### config.mk
export PLATFORM = sky130hd
export DESIGN_NAME = fifo_rd_stream
export DESIGN_NICKNAME = d
export VERILOG_FILES = /design/src/rtl/fifo_rd_stream.sv
export SDC_FILE = /design/constraint.sdc
export NUM_CORES = 1
export LEC_CHECK = 0
export CAP_MARGIN = 5
export CORE_ASPECT_RATIO = 1.5
export CORE_UTILIZATION = 45
export CTS_CLUSTER_SIZE = 30
export DETAILED_ROUTE_END_ITERATION = 16
export HOLD_SLACK_MARGIN = 0.06
export PLACE_DENSITY = 0.69
export REMOVE_ABC_BUFFERS = 1
export SYNTH_ARGS = -nofsm -noshare
export SYNTH_HDL_FRONTEND = slang
export SYNTH_SLANG_ARGS = --single-unit
export TNS_END_PERCENT = 1
### constraint.sdc
create_clock -name rd_clk -period 2.85 [get_ports rd_clk]
set_input_delay 0.285 -clock rd_clk [delete_from_list [all_inputs] [get_ports rd_clk]]
set_output_delay 0.285 -clock rd_clk [all_outputs]
set_load 0.02 [all_outputs]
### src/rtl/fifo_rd_stream.sv
// Read-side prefetch adapter: turns the async FIFO's rd_en/empty/rd_data port
// into a valid/ready stream, hiding the RAM's one-cycle read latency.
module fifo_rd_stream #(
    parameter int DATA_WIDTH = 8
) (
    input  logic                  rd_clk,
    input  logic                  rd_rst,
    input  logic                  fifo_empty,
    output logic                  fifo_rd_en,
    input  logic [DATA_WIDTH-1:0] fifo_rd_data,
    input  logic                  flush,
    output logic                  out_valid,
    input  logic                  out_ready,
    output logic [DATA_WIDTH-1:0] out_data,
    output logic [1:0]            buf_count
);

    logic [DATA_WIDTH-1:0] mem0, mem1, mem2;
    logic [1:0]            wptr, rptr, count;
    logic                  inflight;
    logic                  push, pop;
    logic [2:0]            occupancy;

    function automatic logic [1:0] wrap_inc(input logic [1:0] p);
        return (p == 2'd2) ? 2'd0 : p + 2'd1;
    endfunction

    // A read is only issued when a slot is already reserved for its data
    assign occupancy  = {1'b0, count} + {2'b00, inflight};
    assign fifo_rd_en = !rd_rst && !flush && !fifo_empty
                        && (occupancy < 3'd3);

    assign push      = inflight && !flush;
    assign out_valid = (count != 2'd0);
    assign pop       = out_valid && out_ready;
    assign buf_count = count;

    always_comb begin
        out_data = mem0;
        case (rptr)
            2'd1:    out_data = mem1;
            2'd2:    out_data = mem2;
            default: out_data = mem0;
        endcase
    end

    always_ff @(posedge rd_clk or posedge rd_rst) begin
        if (rd_rst) begin
            mem0 <= '0;
            mem1 <= '0;
            mem2 <= '0;
        end else if (push) begin
            if (wptr == 2'd0) mem0 <= fifo_rd_data;
            if (wptr == 2'd1) mem1 <= fifo_rd_data;
            if (wptr == 2'd2) mem2 <= fifo_rd_data;
        end
    end

    always_ff @(posedge rd_clk or posedge rd_rst) begin
        if (rd_rst) begin
            inflight <= 1'b0;
            count    <= 2'd0;
            wptr     <= 2'd0;
            rptr     <= 2'd0;
        end else begin
            inflight <= fifo_rd_en;
            if (flush) begin
                count <= 2'd0;
                wptr  <= 2'd0;
                rptr  <= 2'd0;
            end else begin
                if (push) wptr <= wrap_inc(wptr);
                if (pop)  rptr <= wrap_inc(rptr);
                count <= count + {1'b0, push} - {1'b0, pop};
            end
        end
    end

endmodule
==> results.cfg, run 1 <==
[outcome]
outcome = finished clean

[placed_design]
placedCellCount = 181
pre_cts_ws_ps = 472
detailedPlacementHpwl_mm = 2.03
port-buffer-count = 24
gp_congestion = 0.688

[setup_path]
crit_path_top_delay_cell = sky130_fd_sc_hd__clkdlybuf4s50_1
cp_cell_sequence = ha_1, ha_1, or4_1, a21oi_1, clkdlybuf4s50_1
critical-path-top-cell-by-count = sky130_fd_sc_hd__ha_1
crit_path_max_fanout = 7
critical-path-top-delay-family = buffers and inverters
worstPathArrival_ps = 2330
start_kind = flip-flop
criticalPathCategory = reg2out
critical-path-max-stage-delay_ps = 640
critPathCaptureType = output port
critPathRequiredTime_ps = 2570
crit_buf_inv = 1

[synth]
postSynthCellCount = 120
number_of_distinct_library_cell_variants_in_the_gate_level_netlist_after_synthesis = 23
synthTopCellsByArea = sky130_fd_sc_hd__dfrtp_1 (52%), sky130_fd_sc_hd__mux2_2 (20%), sky130_fd_sc_hd__ha_1 (5.0%)
number_of_flops_mapped_to_enable_cells_by_yosys = 0
seq_area_frac_synth = 0.518
yosys_warning_total = 0
synthesis_stage_register_bit_count = 31
ys_dominant_reg_cell = sky130_fd_sc_hd__dfrtp_1
async_reset_ff_frac = 1.00
synth_top_area_frac = 0.518
syn_avg_cell_area_sq_um = 12.5
syn-cell-area_sq_um = 1500
cell_taking_the_most_area_after_synthesis = sky130_fd_sc_hd__dfrtp_1

[global_routing]
grt_usage = 0.185
number_of_antenna_violations_at_the_first_check_in_global_routing = 0
grt_pass1_vias = 1092
grt_start_max_net_pins = 20
grt_pass1_wl_mm = 4.90
grt_remaining_overflow = 0

[floorplan]
initial_core_util = 0.474
die_x_microns = 49.1
core_sq_um = 3160
num_io_pins = 25
area_of_the_die_sq_um = 3570
die_y_microns = 72.7
number_of_rows_created_at_floorplan = 25

[timing]
period_minus_slack_ps = 2610
grt_setup_unrepaired = false
final_hold_viol_count = 0
max_slew_margin = 0.519
timing.final.setup_violations = 0
worst_clock_skew_ps = 1.84
final_critical_path_setup_slack_ps = 237
hold-worst-slack_ps = 365
timing.final.crit_share = 0.917
max_slew.worst_pin.slew_ps = 716
final_max_slew_violation_count = 0
achievable-frequency_mhz = 383
fin_tns_setup_ps = 0

[clock_network]
cts_root_buf = sky130_fd_sc_hd__clkbuf_8
cts_inserted_buffers = 5
cts_setup_buffers = 0
clk_transition_reported_paths_ps = 60
ctsResizeCount = 0
clk_latency_ps = 270
holdBufCountCts = 0
cts-root-to-sink-buffers = 2
cts_tree = done
clock_sink_count = 31
ctsHtreeMaxLevel = 2

[finish]
finish.net_count = 167
syn2layout_area_growth_pct = 26.9
drive_gt1_frac = 0.282
antenna_cells = 0
final_cells = 189

[detailed_routing]
wirelength_per_cell_microns = 15.0
via_count = 1001
drt_first_pass_iters = 4
initialDrtViolationCount = 20
ant_nets = 0
totalWireLength_mm = 2.84
routed_via_density = 5.30
drc = 0

[power]
power.density_cell_area_nw_per_um2 = 684
power.leakage_nw = 0.836
irDropWorstVdd_uv = 463

[job]
max-cap-violations = 0

[min_path]
worst_hold_path_type = in2async
[stage by stage]
stage	utilization	instance area, sq um	power (W)
2_1_floorplan	-	1480	0.000728
3_3_place_gp	0.564	1780	0.000866
3_5_place_dp	0.564	1780	0.000875
4_1_cts	0.602	1900	0.00132
5_1_grt	0.602	1900	0.00136
6_report	0.602	1900	0.00130
[power by group]
group	switching [W]	leakage (nW)	total [W]	internal, W
clock network	0.000154	0.0612	0.000436	0.000282
registers	0.0000353	0.403	0.000536	0.000501
logic	0.000157	0.372	0.000327	0.000171
total	0.000346	0.836	0.00130	0.000954
[state kept, by name, summed over array words and instances (netlist names)]
| name | cells |
|---|---|
| mem0 | 8 |
| buf_count | 2 |
| rptr | 2 |
| mem2 | 8 |
| wptr | 2 |
| mem1 | 8 |
| inflight | 1 |
[cell families after synthesis]
kind of cell,Yosys count,synth area share
buffers and inverters,9,0.0234
multiplexers,28,0.209
AND/OR/NAND/NOR,25,0.114
adder cells (fa/ha/maj),6,0.0501
XOR/XNOR,1,0.00585
flip-flops,31,0.518
AO/OA/AOI/OAI,20,0.0802
[worst reg2reg max path, delay by kind of cell, from the launching register on]
| family | cells | cell delay, ps |
|---|---|---|
| DFF | 1 | 420 |
| and+or+nand+nor | 1 | 130 |
| xor gates and xnor gates | 1 | 160 |
| muxes | 1 | 250 |
| AOI/OAI and AO/OA | 1 | 470 |
| adders and majority gates | 1 | 220 |
[layout make-up]
type / instances / area, sq um
timing repair buffer: 26 / 255
fill: 261 / 1260
sequential: 31 / 776
inverter: 4 / 15.0
clock buffer: 6 / 82.6
multi-input combinational: 80 / 687
tap: 40 / 50.0
clock inverter: 2 / 35.0
[cells in the mapped netlist, types with 2 or more instances]
cell	instances
sky130_fd_sc_hd__dfrtp_1	31
sky130_fd_sc_hd__a22oi_1	8
sky130_fd_sc_hd__nor2_1	14
sky130_fd_sc_hd__nor2b_1	2
sky130_fd_sc_hd__mux2_2	26
sky130_fd_sc_hd__inv_1	3
sky130_fd_sc_hd__mux2i_1	2
sky130_fd_sc_hd__a21oi_1	11
sky130_fd_sc_hd__clkbuf_1	4
sky130_fd_sc_hd__ha_1	6
[cell usage in the layout (no fill, tap or decap)]
master	instances
sky130_fd_sc_hd__dfrtp_1	31
sky130_fd_sc_hd__mux2_2	26
sky130_fd_sc_hd__clkdlybuf4s50_1	24
sky130_fd_sc_hd__nor2_1	14
sky130_fd_sc_hd__a21oi_1	11
sky130_fd_sc_hd__a22oi_1	8
sky130_fd_sc_hd__ha_1	6
sky130_fd_sc_hd__clkbuf_8	6
sky130_fd_sc_hd__inv_1	3
sky130_fd_sc_hd__nor2b_1	2
sky130_fd_sc_hd__mux2i_1	2
sky130_fd_sc_hd__buf_4	2
sky130_fd_sc_hd__nand2_1	1
sky130_fd_sc_hd__inv_2	1
sky130_fd_sc_hd__nor4b_4	1
sky130_fd_sc_hd__nor3_4	1
sky130_fd_sc_hd__nor4_4	1
sky130_fd_sc_hd__o21ai_0	1
sky130_fd_sc_hd__xnor2_1	1
sky130_fd_sc_hd__or2_2	1
sky130_fd_sc_hd__or4_1	1
sky130_fd_sc_hd__nand2b_1	1
sky130_fd_sc_hd__and4bb_2	1
sky130_fd_sc_hd__nor3b_1	1
sky130_fd_sc_hd__clkinv_2	1
sky130_fd_sc_hd__bufinv_16	1
[worst paths after layout]
path / from / to / slack (ps) / depth (start not counted)
min in group rd_clk: mem1[2] / mem1[2] / 510 / 1
max in group asynchronous: rd_rst / mem1[5] / 1850 / 3
min reg2reg: mem1[2] / mem1[2] / 510 / 1
max: inflight / fifo_rd_en / 240 / 5
max reg2reg: buf_count[0] / buf_count[1] / 1080 / 5
min: rd_rst / inflight / 360 / 2
[routing by layer]
metal,vias up,track usage,part of all wire
met5,-,0,0
met4,0,0.0882,0.015
met3,5,0.0313,0.022
met2,18,0.341,0.55
met1,498,0.204,0.41
li1,480,-,-
Power figures use the tool's default switching activity.
==> inputs of run 2 (changes only) <==
--- a/config.mk
+++ b/config.mk
@@ -5,6 +5,7 @@
 export SDC_FILE = /design/constraint.sdc
 export NUM_CORES = 1
 export LEC_CHECK = 0
+export ABC_CLOCK_PERIOD_IN_PS = 2850
 export CAP_MARGIN = 5
 export CORE_ASPECT_RATIO = 1.5
 export CORE_UTILIZATION = 45
==> constraint.sdc (replaced) <==
create_clock -name rd_clk -period 2.85 [get_ports rd_clk]
set_input_delay 0.285 -clock rd_clk [delete_from_list [all_inputs] [get_ports rd_clk]]
set_output_delay 0.285 -clock rd_clk [all_outputs]
set_load 0.005 [all_outputs]
==> run 2 against run 1 <==
Critical path depth did not move. Core utilization fell by 0.55 points. Total power decreased by 9.0%. Clock power down 15%. Count of clock-buffer cells in the layout increased by 2. Clock skew increased by 1.3 ps. Critical path type unchanged. Highest routed layer unchanged. Design area is 0.92% lower. Setup slack gained 96 ps. Sequential share of layout area increased by 0.38 points. Worst hold slack worse by 1.4 ps.
==> results.cfg, run 2 (synthesis results as in run 1) <==
[finish]
layout.cells.most_common = sky130_fd_sc_hd__dfrtp_1
syn2layout_area_growth_pct = 25.7
drive_gt1_frac = 0.275
largest_registers = mem0: 8 flops, mem1: 8 flops, mem2: 8 flops
final_cell_mix = sky130_fd_sc_hd__dfrtp_1 (31), sky130_fd_sc_hd__mux2_2 (26), sky130_fd_sc_hd__clkdlybuf4s50_1 (24)
final_cells = 189
finish.net_count = 167
num-fill-cells = 263
antenna_cells = 0

[setup_path]
critPathCaptureType = output port
crit_path_max_fanout = 7
start_kind = flip-flop
critPathRequiredTime_ps = 2570
worstPathArrival_ps = 2230
criticalPathCategory = reg2out

[clock_network]
holdBufCountCts = 0
cts_inserted_buffers = 5
clk_latency_ps = 280
cts_setup_buffers = 0
cts_root_buf = sky130_fd_sc_hd__clkbuf_8
clk_transition_reported_paths_ps = 60
clock_sink_count = 31
ctsResizeCount = 0
ctsHtreeMaxLevel = 2
cts-root-to-sink-buffers = 2
cts_tree = done

[detailed_routing]
drc = 0
totalWireLength_mm = 2.98
routed_via_density = 5.42
route.met2.wl_mm = 1.64
route.layer.met1.wl_mm = 1.18
initialDrtViolationCount = 19
ant_nets = 0
dr_wl_met3_microns = 87
drt_first_pass_iters = 4
via_count = 1024
wirelength_per_cell_microns = 15.8
highest-signal-layer = met4

[outcome]
outcome = finished clean

[global_routing]
grt_usage = 0.195
grt_remaining_overflow = 0
number_of_antenna_violations_at_the_first_check_in_global_routing = 0
grt_pass1_vias = 1095
grt_pass1_wl_mm = 5.04
grt_start_max_net_pins = 20

[floorplan]
die_x_microns = 49.1
num_io_pins = 25
die_y_microns = 72.7
core_sq_um = 3160
area_of_the_die_sq_um = 3570
number_of_rows_created_at_floorplan = 25
initial_core_util = 0.474

[power]
netSwitchingPower_w = 0.000292
power.leakage_nw = 0.827
swShare = 0.247
sequentialPowerShare = 0.455
power_share_of_the_combinational_group = 0.230
power.density_cell_area_nw_per_um2 = 628
irDropWorstVdd_uv = 402
internal_dissipation_w = 0.000890
clock_power_share = 0.315

[placed_design]
placedCellCount = 181
gp_congestion = 0.688
port-buffer-count = 24
detailedPlacementHpwl_mm = 2.15

[timing]
worst_clock_skew_ps = 3.12
achievable-frequency_mhz = 397
timing.final.setup_violations = 0
max_slew.worst_pin.slew_ps = 663
final_hold_viol_count = 0
max_slew_margin = 0.555
grt_setup_unrepaired = false
hold-worst-slack_ps = 364
period_minus_slack_ps = 2520
timing.final.crit_share = 0.883
final_max_slew_violation_count = 0
fin_tns_setup_ps = 0

[min_path]
worst_hold_path_type = in2async

[job]
max-cap-violations = 0
run 2: final timing paths:
path,depth (start not counted),startpoint,slack (ps),to
worst max-delay path,5,inflight,330,fifo_rd_en
worst min-delay path,2,rd_rst,360,inflight
worst max register to register,5,buf_count[0],1060,buf_count[1]
worst min register to register,1,mem0[4],510,mem0[4]
max in group asynchronous,3,rd_rst,1850,mem1[5]
min in group rd_clk,1,mem0[4],510,mem0[4]
run 2: area by class of cell:
type                       count  area (sq um)  share of cell area
clock buffer                   8           100              0.0532
inverter                       4          15.0             0.00797
multi-input combinational     80           687               0.365
sequential                    31           776               0.412
tap                           40          50.0              0.0266
timing repair buffer          26           255               0.136
run 2: metal layers:
layer,GRT usage,up-vias
li1,-,479
met3,0.0313,8
met5,0,-
met1,0.203,514
met4,0.118,0
met2,0.361,23
run 2: per-stage QoR:
stage               setup slack [ps]  power [W]   util  area, sq um
global placement                 654   0.000811  0.564         1780
CTS                              303    0.00120  0.596         1880
detailed placement               599   0.000820  0.564         1780
finish                           332    0.00118  0.596         1880
floorplan                       1230   0.000673      -         1480
global route                     247    0.00124  0.596         1880
run 2: worst max-delay path, stage by stage (launching register included):
cell and delay, ps:
sky130_fd_sc_hd__dfrtp_1 450, sky130_fd_sc_hd__ha_1 220, sky130_fd_sc_hd__ha_1 160, sky130_fd_sc_hd__or4_1 400
sky130_fd_sc_hd__a21oi_1 180, sky130_fd_sc_hd__clkdlybuf4s50_1 540
run 2: power groups by stage:
stage | Clock (W) | Sequential [W] | Combinational, W
after floorplan | 0 | 0.000535 | 0.000138
after global placement | 0 | 0.000540 | 0.000271
after detailed placement | 0 | 0.000545 | 0.000275
after CTS | 0.000383 | 0.000538 | 0.000277
after global routing | 0.000397 | 0.000545 | 0.000300
final | 0.000372 | 0.000538 | 0.000272
==> inputs of run 3 (changes only) <==
--- a/config.mk
+++ b/config.mk
@@ -5,6 +5,7 @@
 export SDC_FILE = /design/constraint.sdc
 export NUM_CORES = 1
 export LEC_CHECK = 0
+export ABC_AREA = 1
 export ABC_CLOCK_PERIOD_IN_PS = 2850
 export CAP_MARGIN = 5
 export CORE_ASPECT_RATIO = 1.5
@@ -14,6 +15,7 @@
 export HOLD_SLACK_MARGIN = 0.06
 export PLACE_DENSITY = 0.69
 export REMOVE_ABC_BUFFERS = 1
+export SETUP_SLACK_MARGIN = 0.05
 export SYNTH_ARGS = -nofsm -noshare
 export SYNTH_HDL_FRONTEND = slang
 export SYNTH_SLANG_ARGS = --single-unit
==> run 3 against run 2 <==
Highest routed layer unchanged. Non-clock buffer count is 1 lower. Total power is 13% higher. Synthesized cell count is 42% higher. Setup slack better by 81 ps. Count of clock-buffer cells in the layout is 2 lower. First-iteration DRC count is 89% higher. Largest cell class unchanged. Sequential power hardly changed. Critical path depth is 1 higher. Area after synthesis is 6.6% higher. Global-route usage is 0.66 points higher. Critical path type unchanged. Clock skew is 1.2 ps higher.
==> results.cfg, run 3 <==
[outcome]
outcome = finished clean

[global_routing]
number_of_antenna_violations_at_the_first_check_in_global_routing = 0
grt_pass1_vias = 1241
grt_remaining_overflow = 0
grt_pass1_wl_mm = 5.46
grt_usage = 0.201
grt_start_max_net_pins = 32

[finish]
area.sequential_sq_um = 776
final_cell_mix = sky130_fd_sc_hd__nand2_1 (36), sky130_fd_sc_hd__dfrtp_1 (31), sky130_fd_sc_hd__o21ai_2 (24), sky130_fd_sc_hd__clkdlybuf4s50_1 (24), sky130_fd_sc_hd__inv_1 (19)
finish.net_count = 215
antenna_cells = 0
final_cells = 238
multi_input_comb_area_sq_um = 688
layout.cells.most_common = sky130_fd_sc_hd__nand2_1
final_cell_area_sq_um = 1940
num-fill-cells = 321
syn2layout_area_growth_pct = 21.4
drive_gt1_frac = 0.214
largest_registers = mem0: 8 flops, mem1: 8 flops, mem2: 8 flops

[clock_network]
cts_setup_buffers = 0
ctsResizeCount = 0
ctsHtreeMaxLevel = 2
cts_tree = done
holdBufCountCts = 0
clock_sink_count = 31
clk_latency_ps = 290
cts_root_buf = sky130_fd_sc_hd__clkbuf_8
cts-root-to-sink-buffers = 2
clk_transition_reported_paths_ps = 60
cts_inserted_buffers = 5

[placed_design]
detailedPlacementHpwl_mm = 2.35
gp_congestion = 0.781
port-buffer-count = 24
placedCellCount = 231
dpl-instance-area_sq_um = 1850

[floorplan]
number_of_rows_created_at_floorplan = 26
die_x_microns = 50.6
core_sq_um = 3380
area_of_the_die_sq_um = 3800
num_io_pins = 25
die_y_microns = 75.0
initial_core_util = 0.472

[setup_path]
worstPathArrival_ps = 2150
regToRegSetupSlack_ps = 1400
r2r_end = buf_count[1]
rr_startpoint = buf_count[0]
start_kind = flip-flop
critPathCaptureType = output port
criticalPathCategory = reg2out
critPathRequiredTime_ps = 2570
r2r_cells = 10
crit_path_max_fanout = 9

[synth]
synthTopCellsByArea = sky130_fd_sc_hd__dfrtp_1 (49%), sky130_fd_sc_hd__o21ai_2 (13%), sky130_fd_sc_hd__nand2_1 (8.5%)
async_reset_ff_frac = 1.00
yosys_warning_total = 0
number_of_distinct_library_cell_variants_in_the_gate_level_netlist_after_synthesis = 18
synth_top_area_frac = 0.486
number_of_flops_mapped_to_enable_cells_by_yosys = 0
seq_area_frac_synth = 0.486
synthesis_stage_register_bit_count = 31
syn_avg_cell_area_sq_um = 9.39
ys_dominant_reg_cell = sky130_fd_sc_hd__dfrtp_1
syn-cell-area_sq_um = 1600
ranking_of_synthesized_cells_by_instance_count = sky130_fd_sc_hd__nand2_1 (36), sky130_fd_sc_hd__dfrtp_1 (31), sky130_fd_sc_hd__o21ai_2 (24)
cell_taking_the_most_area_after_synthesis = sky130_fd_sc_hd__dfrtp_1
yosysMostFrequentCell = sky130_fd_sc_hd__nand2_1
postSynthCellCount = 170

[timing]
achievable-frequency_mhz = 410
worst_clock_skew_ps = 4.32
final_max_slew_violation_count = 0
timing.final.setup_violations = 0
grt_setup_unrepaired = false
period_minus_slack_ps = 2440
fin_tns_setup_ps = 0
max_slew.worst_pin.slew_ps = 391
timing.final.crit_share = 0.855
hold-worst-slack_ps = 412
max_slew_margin = 0.739
final_hold_viol_count = 0

[power]
netSwitchingPower_w = 0.000414
internal_dissipation_w = 0.000925
power.density_cell_area_nw_per_um2 = 691
swShare = 0.309
power_share_of_the_combinational_group = 0.336
irDropWorstVdd_uv = 500
sequentialPowerShare = 0.404
clock_power_share = 0.260
power.leakage_nw = 0.921

[min_path]
worst_hold_path_type = in2async

[detailed_routing]
wirelength_per_cell_microns = 13.5
ant_nets = 0
totalWireLength_mm = 3.22
initialDrtViolationCount = 36
drt_first_pass_iters = 4
routed_via_density = 5.04
via_count = 1199
drc = 0

[job]
max-cap-violations = 0
-- run 3: cell type report --
cell class              count  share of cell area
inverters                  21              0.0445
clock inverters             1             0.00258
well taps                  42              0.0271
flip-flops and latches     31               0.400
clock buffers               6              0.0426
multi-input cells         112               0.355
repair buffers             25               0.128
-- run 3: cell families (layout without fill, tap and decap cells) --
| logic type | count (synthesis) | in the layout | synth area share |
|---|---|---|---|
| AND/OR/NAND/NOR | 60 | 60 | 0.181 |
| AO/OA/AOI/OAI | 45 | 45 | 0.197 |
| flip-flops | 31 | 31 | 0.486 |
| buffers and inverters | 27 | 53 | 0.0831 |
| adder cells (fa/ha/maj) | 6 | 6 | 0.0470 |
| XOR/XNOR | 1 | 1 | 0.00549 |
-- run 3: critical path: stages (launching register included) --
cell and delay (ps):
sky130_fd_sc_hd__dfrtp_1 350, sky130_fd_sc_hd__inv_1 70, sky130_fd_sc_hd__ha_1 410, sky130_fd_sc_hd__inv_1 250, sky130_fd_sc_hd__a21oi_1 70, sky130_fd_sc_hd__a21oi_1 180
sky130_fd_sc_hd__clkdlybuf4s50_1 530
-- run 3: per-layer routing --
metal  track usage  wire length (microns)
met5             0                      0
met2         0.359                   1730
met3        0.0465                    123
met4         0.142                    115
met1         0.207                   1250
-- run 3: worst max path at each step --
stage                 start          end  depth (start not counted)
floorplan            rd_rst   fifo_rd_en                          3
global placement    rptr[0]  out_data[0]                          6
detailed placement  rptr[0]  out_data[1]                          6
CTS                 rptr[0]  out_data[1]                          6
global route        rptr[0]  out_data[6]                          6
finish              rptr[0]  out_data[6]                          6
-- run 3: power by group through the flow --
stage	registers [W]	logic (W)	clock network (W)
finish	0.000541	0.000450	0.000348
global route	0.000548	0.000502	0.000376
CTS	0.000542	0.000456	0.000355
detailed placement	0.000550	0.000452	0
global placement	0.000546	0.000439	0
floorplan	0.000538	0.000237	0
-- run 3: metrics by stage --
stage	total power [W]	setup WS, ps	util
after floorplan	0.000775	1280	-
after global placement	0.000986	767	0.547
after detailed placement	0.00100	713	0.547
after CTS	0.00135	404	0.573
after global routing	0.00143	284	0.573
final	0.00134	414	0.573
